==> src/rtl/cpu_pkg.sv <==
// Shared CPU widths and types used by decode, the register file and write-back.
package cpu_pkg;
  localparam int DATA_W   = 16;
  localparam int NUM_REGS = 8;
  localparam int ADDR_W   = 3;
  localparam int CNT_W    = 2;

  typedef logic [ADDR_W-1:0] reg_addr_t;
  typedef logic [DATA_W-1:0] data_t;
  typedef logic [CNT_W-1:0]  cnt_t;

  localparam cnt_t CNT_MAX = '1;
endpackage

==> src/rtl/regfile_wb_if.sv <==
// Decode / write-back bus into the register file.
// Handshake: decode presents an instruction with IssueValid; it is accepted in
// any cycle where Stall is low, otherwise decode must hold it unchanged.
interface regfile_wb_if;
  import cpu_pkg::*;

  reg_addr_t               ReadReg1;
  reg_addr_t               ReadReg2;
  logic                    Read1Used;
  logic                    Read2Used;
  logic                    IssueValid;
  logic                    IssueWrEn;
  reg_addr_t               IssueDest;
  logic                    WbEn;
  reg_addr_t               WbReg;
  data_t                   WbData;
  data_t                   DataOut1;
  data_t                   DataOut2;
  logic                    Stall;
  logic [NUM_REGS-1:0]     Pending;
  logic                    ErrUnderflow;

  modport master (
    output ReadReg1, ReadReg2, Read1Used, Read2Used,
    output IssueValid, IssueWrEn, IssueDest,
    output WbEn, WbReg, WbData,
    input  DataOut1, DataOut2, Stall, Pending, ErrUnderflow
  );

  modport slave (
    input  ReadReg1, ReadReg2, Read1Used, Read2Used,
    input  IssueValid, IssueWrEn, IssueDest,
    input  WbEn, WbReg, WbData,
    output DataOut1, DataOut2, Stall, Pending, ErrUnderflow
  );
endinterface

==> src/rtl/reg_scoreboard.sv <==
// Per-register count of in-flight writes; produces Stall, Pending and the
// sticky underflow flag.
module reg_scoreboard
  import cpu_pkg::*;
(
  input  logic                clk,
  input  logic                rst,
  input  reg_addr_t           read_reg1,
  input  reg_addr_t           read_reg2,
  input  logic                read1_used,
  input  logic                read2_used,
  input  logic                issue_valid,
  input  logic                issue_wr_en,
  input  reg_addr_t           issue_dest,
  input  logic                wb_en,
  input  reg_addr_t           wb_reg,
  output logic                stall,
  output logic [NUM_REGS-1:0] pending,
  output logic                err_underflow
);
  cnt_t                cnt [NUM_REGS];
  cnt_t                eff [NUM_REGS];
  logic [NUM_REGS-1:0] inc;
  logic [NUM_REGS-1:0] dec;

  always_comb begin
    dec     = '0;
    inc     = '0;
    pending = '0;
    for (int r = 0; r < NUM_REGS; r++) begin
      dec[r]     = wb_en && (wb_reg == reg_addr_t'(r)) && (cnt[r] != '0);
      eff[r]     = cnt[r] - cnt_t'(dec[r]);
      pending[r] = (cnt[r] != '0);
    end
    // The saturation guard looks at the post-write-back count so an issue
    // paired with a retiring write to the same full register still goes.
    stall = (read1_used && (eff[read_reg1] != '0)) ||
            (read2_used && (eff[read_reg2] != '0)) ||
            (issue_valid && issue_wr_en && (eff[issue_dest] == CNT_MAX));
    for (int r = 0; r < NUM_REGS; r++) begin
      inc[r] = issue_valid && issue_wr_en && !stall && (issue_dest == reg_addr_t'(r));
    end
  end

  always_ff @(posedge clk) begin
    if (rst) begin
      for (int r = 0; r < NUM_REGS; r++) cnt[r] <= '0;
      err_underflow <= 1'b0;
    end else begin
      for (int r = 0; r < NUM_REGS; r++) begin
        cnt[r] <= cnt[r] + cnt_t'(inc[r]) - cnt_t'(dec[r]);
      end
      if (wb_en && (cnt[wb_reg] == '0)) err_underflow <= 1'b1;
    end
  end
endmodule

==> src/rtl/regfile_wb.sv <==
// Register array with write-back bypass on both read ports, plus the
// in-flight write scoreboard that stalls decode.
module regfile_wb
  import cpu_pkg::*;
(
  input  logic         clk,
  input  logic         rst,
  regfile_wb_if.slave  bus
);
  data_t rf [NUM_REGS];

  always_ff @(posedge clk) begin
    if (rst) begin
      for (int i = 0; i < NUM_REGS; i++) rf[i] <= '0;
    end else if (bus.WbEn) begin
      rf[bus.WbReg] <= bus.WbData;
    end
  end

  always_comb begin
    bus.DataOut1 = (bus.WbEn && (bus.WbReg == bus.ReadReg1)) ? bus.WbData : rf[bus.ReadReg1];
    bus.DataOut2 = (bus.WbEn && (bus.WbReg == bus.ReadReg2)) ? bus.WbData : rf[bus.ReadReg2];
  end

  reg_scoreboard u_sb (
    .clk           (clk),
    .rst           (rst),
    .read_reg1     (bus.ReadReg1),
    .read_reg2     (bus.ReadReg2),
    .read1_used    (bus.Read1Used),
    .read2_used    (bus.Read2Used),
    .issue_valid   (bus.IssueValid),
    .issue_wr_en   (bus.IssueWrEn),
    .issue_dest    (bus.IssueDest),
    .wb_en         (bus.WbEn),
    .wb_reg        (bus.WbReg),
    .stall         (bus.Stall),
    .pending       (bus.Pending),
    .err_underflow (bus.ErrUnderflow)
  );
endmodule
==> src/flat_wrapper.sv <==
// flat-port wrapper written by rule: the top's interface ports become plain ports
module regfile_wb_flat import cpu_pkg::*;
  (clk, rst, bus_ReadReg1, bus_ReadReg2, bus_Read1Used, bus_Read2Used, bus_IssueValid, bus_IssueWrEn, bus_IssueDest, bus_WbEn, bus_WbReg, bus_WbData, bus_DataOut1, bus_DataOut2, bus_Stall, bus_Pending, bus_ErrUnderflow);
  regfile_wb_if bus_i ();
  input  logic clk;
  input  logic rst;
  input wire logic [$bits(bus_i.ReadReg1)-1:0] bus_ReadReg1;
  input wire logic [$bits(bus_i.ReadReg2)-1:0] bus_ReadReg2;
  input wire logic [$bits(bus_i.Read1Used)-1:0] bus_Read1Used;
  input wire logic [$bits(bus_i.Read2Used)-1:0] bus_Read2Used;
  input wire logic [$bits(bus_i.IssueValid)-1:0] bus_IssueValid;
  input wire logic [$bits(bus_i.IssueWrEn)-1:0] bus_IssueWrEn;
  input wire logic [$bits(bus_i.IssueDest)-1:0] bus_IssueDest;
  input wire logic [$bits(bus_i.WbEn)-1:0] bus_WbEn;
  input wire logic [$bits(bus_i.WbReg)-1:0] bus_WbReg;
  input wire logic [$bits(bus_i.WbData)-1:0] bus_WbData;
  output wire logic [$bits(bus_i.DataOut1)-1:0] bus_DataOut1;
  output wire logic [$bits(bus_i.DataOut2)-1:0] bus_DataOut2;
  output wire logic [$bits(bus_i.Stall)-1:0] bus_Stall;
  output wire logic [$bits(bus_i.Pending)-1:0] bus_Pending;
  output wire logic [$bits(bus_i.ErrUnderflow)-1:0] bus_ErrUnderflow;
  assign bus_i.ReadReg1 = bus_ReadReg1;
  assign bus_i.ReadReg2 = bus_ReadReg2;
  assign bus_i.Read1Used = bus_Read1Used;
  assign bus_i.Read2Used = bus_Read2Used;
  assign bus_i.IssueValid = bus_IssueValid;
  assign bus_i.IssueWrEn = bus_IssueWrEn;
  assign bus_i.IssueDest = bus_IssueDest;
  assign bus_i.WbEn = bus_WbEn;
  assign bus_i.WbReg = bus_WbReg;
  assign bus_i.WbData = bus_WbData;
  assign bus_DataOut1 = bus_i.DataOut1;
  assign bus_DataOut2 = bus_i.DataOut2;
  assign bus_Stall = bus_i.Stall;
  assign bus_Pending = bus_i.Pending;
  assign bus_ErrUnderflow = bus_i.ErrUnderflow;
  regfile_wb u_core (.clk(clk), .rst(rst), .bus(bus_i));
endmodule
==> config.mk <==
export PLATFORM = sky130hd
export DESIGN_NAME = regfile_wb_flat
export DESIGN_NICKNAME = d
export VERILOG_FILES = /design/src/rtl/cpu_pkg.sv /design/src/rtl/regfile_wb_if.sv /design/src/rtl/reg_scoreboard.sv /design/src/rtl/regfile_wb.sv /design/src/flat_wrapper.sv
export SDC_FILE = /design/constraint.sdc
export NUM_CORES = 1
export LEC_CHECK = 0
export CAP_MARGIN = 20
export CORE_MARGIN = 5
export CORE_UTILIZATION = 53
export CTS_BUF_LIST = sky130_fd_sc_hd__clkbuf_16
export CTS_CLUSTER_SIZE = 10
export DETAILED_ROUTE_END_ITERATION = 12
export GPL_ROUTABILITY_DRIVEN = 0
export GPL_TIMING_DRIVEN = 0
export PLACE_DENSITY = 0.77
export SLEW_MARGIN = 20
export SYNTH_ARGS = -nofsm -noshare
export SYNTH_HDL_FRONTEND = slang
export SYNTH_SLANG_ARGS = --single-unit
export TNS_END_PERCENT = 50
==> constraint.sdc <==
create_clock -name clk -period 2.45 [get_ports clk]
set_input_delay 0.245 -clock clk [delete_from_list [all_inputs] [get_ports clk]]
set_output_delay 0.245 -clock clk [all_outputs]
set_load 0.02 [all_outputs]
==> summary.txt <==
Run status
  – Outcome: finished with violations
  – Failing checks: negative setup slack

Placed design
  – # port buffers: 72
  – Placement Cell Area: 0.00946 mm^2
  – Post-DP HPWL: 15800 um

Synth
  – #FFs+latches synth: 145
  – Post-synth top cells: and2_1, edfxtp_1, mux4_2, nor2_1, a21oi_1
  – Number of synthesized flops with an enable pin: 128
  – Syn Area/Cell: 12.7 um^2
  – Ys flop type: edfxtp_1
  – Async set-reset flop share out of synthesis: 0
  – Sequential-to-total area share from yosys stat: 0.494
  – Cell area after synthesis: 0.00847 mm^2
  – Synth area leader: edfxtp_1
  – Most common cell in the netlist: and2_1
  – Synth Net Count: 708
  – Mapped Cells: 665
  – Netlist cell types: 54
  – Synth top area share: 0.454
  – Synthesis Warnings: 0
  – Synth area leaders: edfxtp_1, mux4_2, and2_1

Floorplan
  – Die footprint: 0.0186 mm^2
  – Die Span Y: 136 um
  – Rows: 46
  – Die width: 136 um
  – Initial core utilization: 0.537
  – Ports: 77
  – CORE AREA: 0.0158 mm^2

Setup path
  – Crit path max-delay family: buffers and inverters
  – Peak per-stage delay on the critical path: 520 ps
  – Slowest CP cell: clkdlybuf4s50_1
  – Crit path DAT: 2210 ps
  – Worst R2R Path Depth: 10
  – Crit Path Max Fanout: 10
  – WS Path Type: in2out
  – Crit path launch type: input port
  – Critical Path End Type: primary output
  – Cell chain of the critical path: clkdlybuf4s50_1, buf_4, xnor2_1, nand4_1, buf_4, buf_8, a21oi_1, dlygate4sd2_1
  – Worst path depth: 8
  – WP buf/inv: 5
  – Top cell by count, worst path: buf_4
  – Req. time, crit path: 2200 ps

Timing
  – Minimum clock period: 2460 ps
  – Final Slew Violations: 0
  – Worst-Margin Slew: 1120 ps
  – Clock Skews: 5.72 ps
  – Hold_ws: 421 ps
  – Max Freq: 407 MHz
  – RSZ-0062 raised after global routing: true
  – Final setup fails: 1
  – Period utilisation layout: 1.00
  – Final WS setup: -9.15 ps
  – Final Hold Viols: 0
  – Rel. slew slack: 0.254

Layout
  – Layout area overhead: 22.6%
  – Share of layout cells above drive strength 1: 0.224
  – Final #Nets: 814
  – Final instance area: 0.0104 mm^2
  – N_diodes: 0
  – Final design utilization: 0.658

Clock tree
  – H-tree depth: 4
  – Register clock-pin slew on the reported worst setup and hold paths: 60 ps
  – Inserted Clock Buffers: 17
  – CTS Buffer Depth: 2
  – Clk Latency, worst-skew pair: 440 ps
  – TritonCTS sink count: 145
  – TritonCTS clock tree: done
  – Root Buffer: clkbuf_16

Hold path
  – Worst hold path depth: 5
  – Hold WC Path Type: in2reg

Global route
  – Global route overflow: 0
  – Initial antenna violation count: 0
  – First-pass GRT wire length: 35800 um
  – Total track usage: 0.263
  – Vias in the first global route: 6294
  – Largest net degree at the start of global routing: 17

Routing
  – Iteration-0 DRC Markers: 855
  – Routed vias: 6298
  – DRT Wirelength: 23900 um
  – Post-DRT Antenna Nets: 0
  – Routed vias/inst: 6.31
  – Drt pass-1 iters: 6
  – Avg WL per Cell: 24.0 um
  – DRC errors left: 0

Pwr
  – Pwr Total: 0.00683 W
  – Pleak: 3.94 nW
  – Pwr/cell area: 657 mW/mm^2
  – Peak supply drop: 524 uV

Job
  – Max cap viols: 0
==> per-stage QoR <==
stage / std cells / setup WS [ps] / setup TNS [ps]
finish: 998 / -9.15 / -9.15
global route: 998 / -41.6 / -127
CTS: 993 / -72.6 / -72.6
detailed placement: 953 / -1150 / -90090
global placement: 953 / -1110 / -77760
floorplan: 665 / 31.9 / 0
==> registers in the layout (all words and copies together), names as in the netlist <==
register,flops
u_core.u_sb.cnt,16
u_core.rf,128
u_core.u_sb.err_underflow,1
==> power by group <==
part           internal (W)  total, W  switching [W]  leakage, nW
clock               0.00178   0.00279        0.00101        0.311
combinational      0.000510   0.00112       0.000606         2.25
sequential          0.00284   0.00292      0.0000761         1.37
total               0.00513   0.00683        0.00169         3.94
==> path summary, 6_finish.rpt <==
path	from	endpoint	slack, ps
setup reg to reg	u_core.u_sb.cnt[3][0]	u_core.u_sb.cnt[0][1]	190
hold reg to reg	u_core.u_sb.err_underflow	u_core.u_sb.err_underflow	470
setup / recovery	bus_ReadReg1[2]	bus_DataOut1[13]	-9
hold / removal	bus_WbEn	u_core.u_sb.err_underflow	420
==> worst min-delay path: stages <==
cell	delay, ps
buf_2	180
clkbuf_16	170
buf_4	100
a31oi_1	60
nor2_1	70
==> cell families after synthesis <==
group / synth area share
flops: 0.494
compound gates: 0.0538
mux: 0.212
buf+inv: 0.0245
xor+xnor: 0.0145
simple gates: 0.190
fa+ha+maj: 0.0118
==> layer usage <==
| metal | vias to the layer above | part of all wire | GRT usage |
|---|---|---|---|
| met1 | 3082 | 0.37 | 0.336 |
| li1 | 2719 | - | - |
| met5 | - | 0 | 0 |
| met4 | 0 | 0.028 | 0.0851 |
| met2 | 430 | 0.50 | 0.446 |
| met3 | 67 | 0.099 | 0.0640 |
==> what timing repair did <==
action,CTS,global route
resized for setup,124,17
cloned,0,1
hold buffers,0,0
setup endpoints to repair,59,48
pin swaps,9,6
setup buffers,10,4
==> area by class of cell <==
type | instances | area (um^2)
plain buffers | 44 | 335
clock buffers | 17 | 425
clock inverters | 13 | 195
fillers | 1156 | 5390
inverters | 4 | 15.0
multi-input cells | 472 | 4140
flip-flops and latches | 145 | 4180
well taps | 216 | 270
repair buffers | 87 | 817
==> cell usage in the layout (no fill, tap or decap), drive strengths merged, types with 2 or more instances in the layout <==
cell type | synthesis | final
and2 | 129 | 129
dlymetal6s2s | 0 | 2
nand4 | 4 | 4
nand3 | 3 | 3
a22oi | 2 | 2
or2 | 8 | 8
o21ai | 10 | 10
dlygate4sd2 | 0 | 24
xnor2 | 6 | 6
and3 | 2 | 2
clkdlybuf4s15 | 0 | 8
a21oi | 38 | 38
nor2 | 58 | 58
and4 | 3 | 3
a211oi | 8 | 8
nor2b | 9 | 9
inv | 4 | 5
nand2 | 26 | 26
dfxtp | 17 | 17
nor3 | 2 | 2
clkinv | 0 | 7
nand2b | 14 | 14
nor4b | 3 | 3
xor2 | 8 | 8
ha | 8 | 8
o211ai | 3 | 3
nand4bb | 3 | 3
bufinv | 0 | 5
mux2i | 34 | 34
edfxtp | 128 | 128
nand3b | 3 | 3
clkbuf | 21 | 38
buf | 23 | 41
and4b | 2 | 2
mux4 | 64 | 64
a2111oi | 4 | 4
nand4b | 3 | 3
clkdlybuf4s50 | 0 | 35
Power figures use the tool's default switching activity.
